--- config.mk ---
export PLATFORM = sky130hd
export DESIGN_NAME = rc4_key_search_ctrl
export DESIGN_NICKNAME = d
export VERILOG_FILES = /design/src/rtl/rc4_pkg.sv /design/src/rtl/rc4_key_search_ctrl_s_mem_arbiter.sv /design/src/rtl/rc4_key_search_ctrl.sv
export SDC_FILE = /design/constraint.sdc
export NUM_CORES = 1
export LEC_CHECK = 0
export ABC_AREA = 1
export ABC_CLOCK_PERIOD_IN_PS = 3660
export CORE_ASPECT_RATIO = 1.4
export CORE_MARGIN = 2
export CORE_UTILIZATION = 40
export DETAILED_ROUTE_END_ITERATION = 8
export HOLD_SLACK_MARGIN = 0.02
export PLACE_DENSITY = 0.77
export SYNTH_ARGS = -nofsm -noshare
export SYNTH_HDL_FRONTEND = slang
export SYNTH_SLANG_ARGS = --single-unit
--- constraint.sdc ---
create_clock -name clk -period 3.66 [get_ports clk]
set_clock_uncertainty 0.2 [all_clocks]
set_input_delay 0.549 -clock clk [delete_from_list [all_inputs] [get_ports clk]]
set_output_delay 0.549 -clock clk [all_outputs]
set_load 0.02 [all_outputs]
--- src/rtl/rc4_pkg.sv ---
// Shared types and sizes for the RC4 brute-force key search.
package rc4_pkg;

  localparam int S_ADDR_W = 8;
  localparam int S_DATA_W = 8;
  localparam int MSG_LEN  = 32;

  typedef enum logic [3:0] {
    IDLE,
    INIT_RUN,
    KSA_RUN,
    DEC_RUN,
    DEC_ACK,
    WAIT_REL,
    NEXT_KEY,
    FOUND,
    EXHAUSTED
  } state_t;

  // Any state between accepting start and reaching a final result.
  function automatic logic state_is_busy(state_t s);
    return (s == INIT_RUN) || (s == KSA_RUN) || (s == DEC_RUN) ||
           (s == DEC_ACK)  || (s == WAIT_REL) || (s == NEXT_KEY);
  endfunction

endpackage

--- src/rtl/rc4_key_search_ctrl_s_mem_arbiter.sv ---
// Combinational S-memory port mux: the engine owning the current scheduler state
// drives the port; in every other state writes are blocked.
module s_mem_arbiter
  import rc4_pkg::*;
(
  input  state_t              state_i,
  input  logic [S_ADDR_W-1:0] init_addr_i,
  input  logic [S_DATA_W-1:0] init_wdata_i,
  input  logic                init_wren_i,
  input  logic [S_ADDR_W-1:0] ksa_addr_i,
  input  logic [S_DATA_W-1:0] ksa_wdata_i,
  input  logic                ksa_wren_i,
  input  logic [S_ADDR_W-1:0] dec_addr_i,
  input  logic [S_DATA_W-1:0] dec_wdata_i,
  input  logic                dec_wren_i,
  output logic [S_ADDR_W-1:0] mem_addr_o,
  output logic [S_DATA_W-1:0] mem_wdata_o,
  output logic                mem_wren_o
);

  // Idle states still present the decryption address so a read stays stable,
  // but a stalled engine can never write.
  always_comb begin
    mem_addr_o  = dec_addr_i;
    mem_wdata_o = dec_wdata_i;
    mem_wren_o  = 1'b0;
    case (state_i)
      INIT_RUN: begin
        mem_addr_o  = init_addr_i;
        mem_wdata_o = init_wdata_i;
        mem_wren_o  = init_wren_i;
      end
      KSA_RUN: begin
        mem_addr_o  = ksa_addr_i;
        mem_wdata_o = ksa_wdata_i;
        mem_wren_o  = ksa_wren_i;
      end
      DEC_RUN, DEC_ACK, WAIT_REL: begin
        mem_wren_o  = dec_wren_i;
      end
      default: ;
    endcase
  end

endmodule

--- src/rtl/rc4_key_search_ctrl.sv ---
// Brute-force RC4 key search scheduler: sequences init/KSA/decrypt per candidate key.
// Optional progress counter output keys_tried enabled by KEY_SEARCH_PROGRESS_EN.
module rc4_key_search_ctrl
  import rc4_pkg::*;
#(
  parameter int unsigned          KEY_WIDTH = 24,
  parameter logic [KEY_WIDTH-1:0] KEY_LO    = 24'h000000,
  parameter logic [KEY_WIDTH-1:0] KEY_HI    = 24'h3FFFFF
) (
  input  logic                 clk,
  input  logic                 reset_n,
  input  logic                 start,
  output logic [KEY_WIDTH-1:0] secret_key,
  output logic                 busy,
  output logic                 key_found,
  output logic                 key_exhausted,
  output logic                 init_start,
  input  logic                 init_done,
  output logic                 ksa_start,
  input  logic                 ksa_done,
  output logic                 dec_start,
  input  logic                 dec_done,
  input  logic                 dec_found,
  output logic                 dec_done_ack,
  input  logic [S_ADDR_W-1:0]  init_s_addr,
  input  logic [S_DATA_W-1:0]  init_s_wdata,
  input  logic                 init_s_wren,
  input  logic [S_ADDR_W-1:0]  ksa_s_addr,
  input  logic [S_DATA_W-1:0]  ksa_s_wdata,
  input  logic                 ksa_s_wren,
  input  logic [S_ADDR_W-1:0]  dec_s_addr,
  input  logic [S_DATA_W-1:0]  dec_s_wdata,
  input  logic                 dec_s_wren,
`ifdef KEY_SEARCH_PROGRESS_EN
  output logic [KEY_WIDTH:0]   keys_tried,
`endif
  output logic [S_ADDR_W-1:0]  s_mem_addr,
  output logic [S_DATA_W-1:0]  s_mem_data_write,
  output logic                 s_mem_wren
);

  state_t               state_q, state_d;
  logic [KEY_WIDTH-1:0] key_q, key_d;
  logic                 init_start_q, init_start_d;
  logic                 ksa_start_q, ksa_start_d;
  logic                 dec_start_q, dec_start_d;

  always_ff @(posedge clk or negedge reset_n) begin
    if (!reset_n) begin
      state_q      <= IDLE;
      key_q        <= KEY_LO;
      init_start_q <= 1'b0;
      ksa_start_q  <= 1'b0;
      dec_start_q  <= 1'b0;
    end else begin
      state_q      <= state_d;
      key_q        <= key_d;
      init_start_q <= init_start_d;
      ksa_start_q  <= ksa_start_d;
      dec_start_q  <= dec_start_d;
    end
  end

  // Each start pulse is raised together with the transition into its run state,
  // so it appears registered on the first cycle of that state.
  always_comb begin
    state_d      = state_q;
    key_d        = key_q;
    init_start_d = 1'b0;
    ksa_start_d  = 1'b0;
    dec_start_d  = 1'b0;
    case (state_q)
      IDLE, FOUND, EXHAUSTED: begin
        if (start) begin
          state_d      = INIT_RUN;
          key_d        = KEY_LO;
          init_start_d = 1'b1;
        end
      end
      INIT_RUN: begin
        if (init_done) begin
          state_d     = KSA_RUN;
          ksa_start_d = 1'b1;
        end
      end
      KSA_RUN: begin
        if (ksa_done) begin
          state_d     = DEC_RUN;
          dec_start_d = 1'b1;
        end
      end
      DEC_RUN: begin
        if (dec_done) begin
          state_d = dec_found ? FOUND : DEC_ACK;
        end
      end
      DEC_ACK: begin
        state_d = WAIT_REL;
      end
      WAIT_REL: begin
        if (!dec_done) begin
          state_d = NEXT_KEY;
        end
      end
      NEXT_KEY: begin
        if (key_q == KEY_HI) begin
          state_d = EXHAUSTED;
        end else begin
          key_d        = key_q + KEY_WIDTH'(1);
          state_d      = INIT_RUN;
          init_start_d = 1'b1;
        end
      end
      default: begin
        state_d = IDLE;
      end
    endcase
  end

`ifdef KEY_SEARCH_PROGRESS_EN
  logic [KEY_WIDTH:0] keys_tried_q;

  // A key counts as tried once it is rejected or accepted.
  always_ff @(posedge clk or negedge reset_n) begin
    if (!reset_n) begin
      keys_tried_q <= '0;
    end else if (init_start_d && (state_q != NEXT_KEY)) begin
      keys_tried_q <= '0;
    end else if ((state_q == NEXT_KEY) ||
                 ((state_q == DEC_RUN) && (state_d == FOUND))) begin
      keys_tried_q <= keys_tried_q + (KEY_WIDTH + 1)'(1);
    end
  end

  assign keys_tried = keys_tried_q;
`endif

  assign secret_key    = key_q;
  assign busy          = state_is_busy(state_q);
  assign key_found     = (state_q == FOUND);
  assign key_exhausted = (state_q == EXHAUSTED);
  assign init_start    = init_start_q;
  assign ksa_start     = ksa_start_q;
  assign dec_start     = dec_start_q;
  assign dec_done_ack  = (state_q == DEC_ACK);

  s_mem_arbiter u_arb (
    .state_i      (state_q),
    .init_addr_i  (init_s_addr),
    .init_wdata_i (init_s_wdata),
    .init_wren_i  (init_s_wren),
    .ksa_addr_i   (ksa_s_addr),
    .ksa_wdata_i  (ksa_s_wdata),
    .ksa_wren_i   (ksa_s_wren),
    .dec_addr_i   (dec_s_addr),
    .dec_wdata_i  (dec_s_wdata),
    .dec_wren_i   (dec_s_wren),
    .mem_addr_o   (s_mem_addr),
    .mem_wdata_o  (s_mem_data_write),
    .mem_wren_o   (s_mem_wren)
  );

endmodule

==> flow_metrics.py <==
metrics = {
    "synthesis": {
        "ys_seq_area_share_pct": 32.77,
        "syn-cell-area_um2": 2367,
        "yosysWarningCount": 0,
        "synth_top_area_share_pct": 32.77,
        "synth_flop_cell": "dfrtp_1",
        "synthArstFlopShare_pct": 100.0,
        "synth_area_leader_cell": "dfrtp_1",
        "syn-num-nets": 455,
        "synth.avg_cell_area_um2": 5.978,
        "synth-edff-count": 0,
        "synthCells": 396,
        "netlist_top_cells_count": "nand2_1, nand3_1, nor2_1, dfrtp_1, inv_1",
        "ys_seq_elements": 31,
        "synth_area_leaders": "dfrtp_1, nand2_1, nand3_1",
        "synth.most_common_cell": "nand2_1",
        "ys_types": 25,
    },
    "sta": {
        "whs_ns": 0.3437,
        "slew_viol_final": 0,
        "period_needed_ns": 3.280,
        "rsz0062_at_grt": "no",
        "relSlewSlack_pct": 44.71,
        "setup_tns_ns": 0,
        "worst_slew_pin_slew_ns": 0.8294,
        "fmax_mhz": 304.9,
        "setup_viol": 0,
        "hold_viol": 0,
        "finalCritPeriodShare_pct": 89.61,
    },
    "pwr": {
        "p_int_mw": 1.001,
        "p_total_mw": 1.871,
        "leakage_nw": 1.740,
        "clkPwrFrac_pct": 14.6,
        "seqPwrFrac_pct": 21.8,
        "p_sw_mw": 0.8697,
        "swShare_pct": 46.49,
        "cellPowerDensity_nw_per_um2": 524.6,
        "p_comb_share_pct": 63.5,
        "peakVddDrop_v": 0.0003962,
    },
    "clock_tree": {
        "clkTransAtPathRegs_ns": 0.07,
        "clock_sinks": 31,
        "postCtsSetupBuffers": 0,
        "cts_resized": 0,
        "clock_latency_ns": 0.29,
        "cts_hold_buf": 0,
        "cts-root-buf": "clkbuf_8",
        "tritoncts": "done",
        "cts_max_level": 2,
        "cts_buffers": 5,
        "cts_buffer_depth": 2,
    },
    "critical_path": {
        "reg2reg_depth": 8,
        "start_kind": "flop",
        "worstSetupEndpointType": "primary output",
        "cp.arrival_ns": 2.53,
        "r2r-end": "secret_key[19]$_DFFE_PN0P_",
        "crit_fanout": 18,
        "worstPathRequired_ns": 2.91,
        "worstReg2RegStart": "secret_key[0]$_DFFE_PN0P_",
        "crit_type": "reg2out",
        "r2r_slack_ns": 1.43,
    },
    "layout": {
        "nFillCells": 567,
        "insertedDiodeCount": 0,
        "drive_above_1_share_pct": 5.556,
        "area_delta_synth_final_pct": 50.63,
        "nNetsFinal": 563,
    },
    "route": {
        "via_per_inst": 5.010,
        "firstDrtPassIters": 4,
        "ant_nets": 0,
        "routed_wl_um": 7170,
        "drcViolationCount": 0,
        "vias": 2876,
        "dr.first_iter.drc_count": 179,
        "wire_per_inst_um": 12.49,
    },
    "global_route": {
        "top_usage_layer": "met2",
        "grt_use_met2_pct": 44.31,
        "grt_max_degree": 32,
        "grt_pass1_wl_um": 12060,
        "grt_overflow": 0,
        "grt_usage_pct": 22.54,
        "grt_pass1_vias": 2864,
        "grt.met3_usage_pct": 5.285,
        "met1_usage_pct": 22.61,
        "antenna_found_initial": 0,
    },
    "die": {
        "num_rows": 33,
        "die_y_um": 95.03,
        "dieArea_um2": 6558,
        "io_pins": 106,
        "fp.coreArea_um2": 5781,
        "die_width_um": 69.02,
        "start_util_pct": 40.95,
    },
    "worst_hold_path": {
        "hold_path_end": "state_q[2]$_DFFE_PN0P_",
        "worst_hold_path.num_cells": 2,
        "hold_path_class": "reg2reg",
        "hold_start": "state_q[2]$_DFFE_PN0P_",
    },
    "run_status": {
        "outcome": "completed",
    },
    "place": {
        "gp_congestion": 0.9223,
        "port-buffer-count": 105,
        "dpl.hpwl_um": 5723,
    },
    "flow_run": {
        "drv_cap": 0,
    },
}
==> critical path, stage by stage (launching register included) <==
cell	delay (ns)
dfrtp_1	0.41
inv_1	0.10
nor2_2	0.05
nand2_1	0.11
inv_2	0.14
nor2_2	0.57
nand2_1	0.11
nand3_1	0.10
clkdlybuf4s50_1	0.64
==> flip-flops by register name, summed over array words and instances, names as in the netlist <==
| register | cells |
|---|---|
| state_q | 4 |
| ksa_start | 1 |
| secret_key | 24 |
| init_start | 1 |
| dec_start | 1 |
==> stage by stage <==
stage	area [um^2]	std cells	util, %	setup WS [ns]
CTS	3566	574	61.69	0.3412
detailed placement	3478	567	60.17	0.6631
global route	3566	574	61.69	0.1895
floorplan	2367	396	-	1.526
finish	3566	574	61.69	0.3803
global placement	3478	567	60.17	0.7104
==> placed cells by master (no fill, tap or decap) <==
cell type and count:
nand2_2 1, nand2_1 205, nand3_1 45, nor2_1 40, inv_1 30, nand3b_1 2
o21bai_1 1, o211ai_1 1, nand4_1 6, nand2_4 2, o21ai_0 4, a21oi_1 1
dfrtp_1 31, ha_1 1, clkdlybuf4s50_1 105, nor2_2 4, nor2_4 2, or2_2 4
clkinv_2 1, inv_2 3, xnor2_1 2, nand3_2 1, nor2_8 1, a31o_2 1
buf_4 2, xor2_1 2, clkbuf_8 6
==> cell type report <==
type | count | area [um^2] | area share [%]
Multi-Input combinational cell | 326 | 1425 | 39.97
Sequential cell | 31 | 775.7 | 21.75
Tap cell | 70 | 87.58 | 2.456
Inverter | 33 | 123.9 | 3.474
Clock inverter | 1 | 5.005 | 0.1404
Clock buffer | 6 | 82.58 | 2.316
Timing Repair Buffer | 107 | 1066 | 29.89
==> how the worst max path moves through the flow <==
stage                                endpoint  slack (ns)                    from  depth (start not counted)
after floorplan                          busy        1.53  state_q[1]$_DFFE_PN0P_                          7
after global placement    s_mem_data_write[6]        0.71  state_q[1]$_DFFE_PN0P_                          8
after detailed placement  s_mem_data_write[6]        0.66  state_q[1]$_DFFE_PN0P_                          8
after CTS                 s_mem_data_write[6]        0.34  state_q[1]$_DFFE_PN0P_                          8
after global routing      s_mem_data_write[5]        0.19  state_q[1]$_DFFE_PN0P_                          8
final                     s_mem_data_write[6]        0.38  state_q[1]$_DFFE_PN0P_                          8
==> kinds of logic (layout without fill, tap and decap cells) <==
logic type      count (synthesis)  count (layout)  synth area share (%)
simple gates                  313             313                 56.13
buf+inv                        39             147                 7.030
flops                          31              31                 32.77
compound gates                  8               8                 2.061
xor+xnor                        4               4                 1.480
fa+ha+maj                       1               1                0.5285
==> layer usage <==
layer | vias to the layer above | wire (um)
met4 | 0 | 148
li1 | 1444 | -
met2 | 116 | 3737
met3 | 13 | 477
met5 | - | 0
met1 | 1303 | 2805
==> power by group through the flow <==
stage	Sequential [mW]	Combinational [mW]	Clock, mW
2_1_floorplan	0.432	0.694	0
3_3_place_gp	0.414	1.19	0
3_5_place_dp	0.415	1.20	0
4_1_cts	0.409	1.20	0.283
5_1_grt	0.413	1.31	0.295
6_report	0.409	1.19	0.274
(Power assumes the default switching activity.)
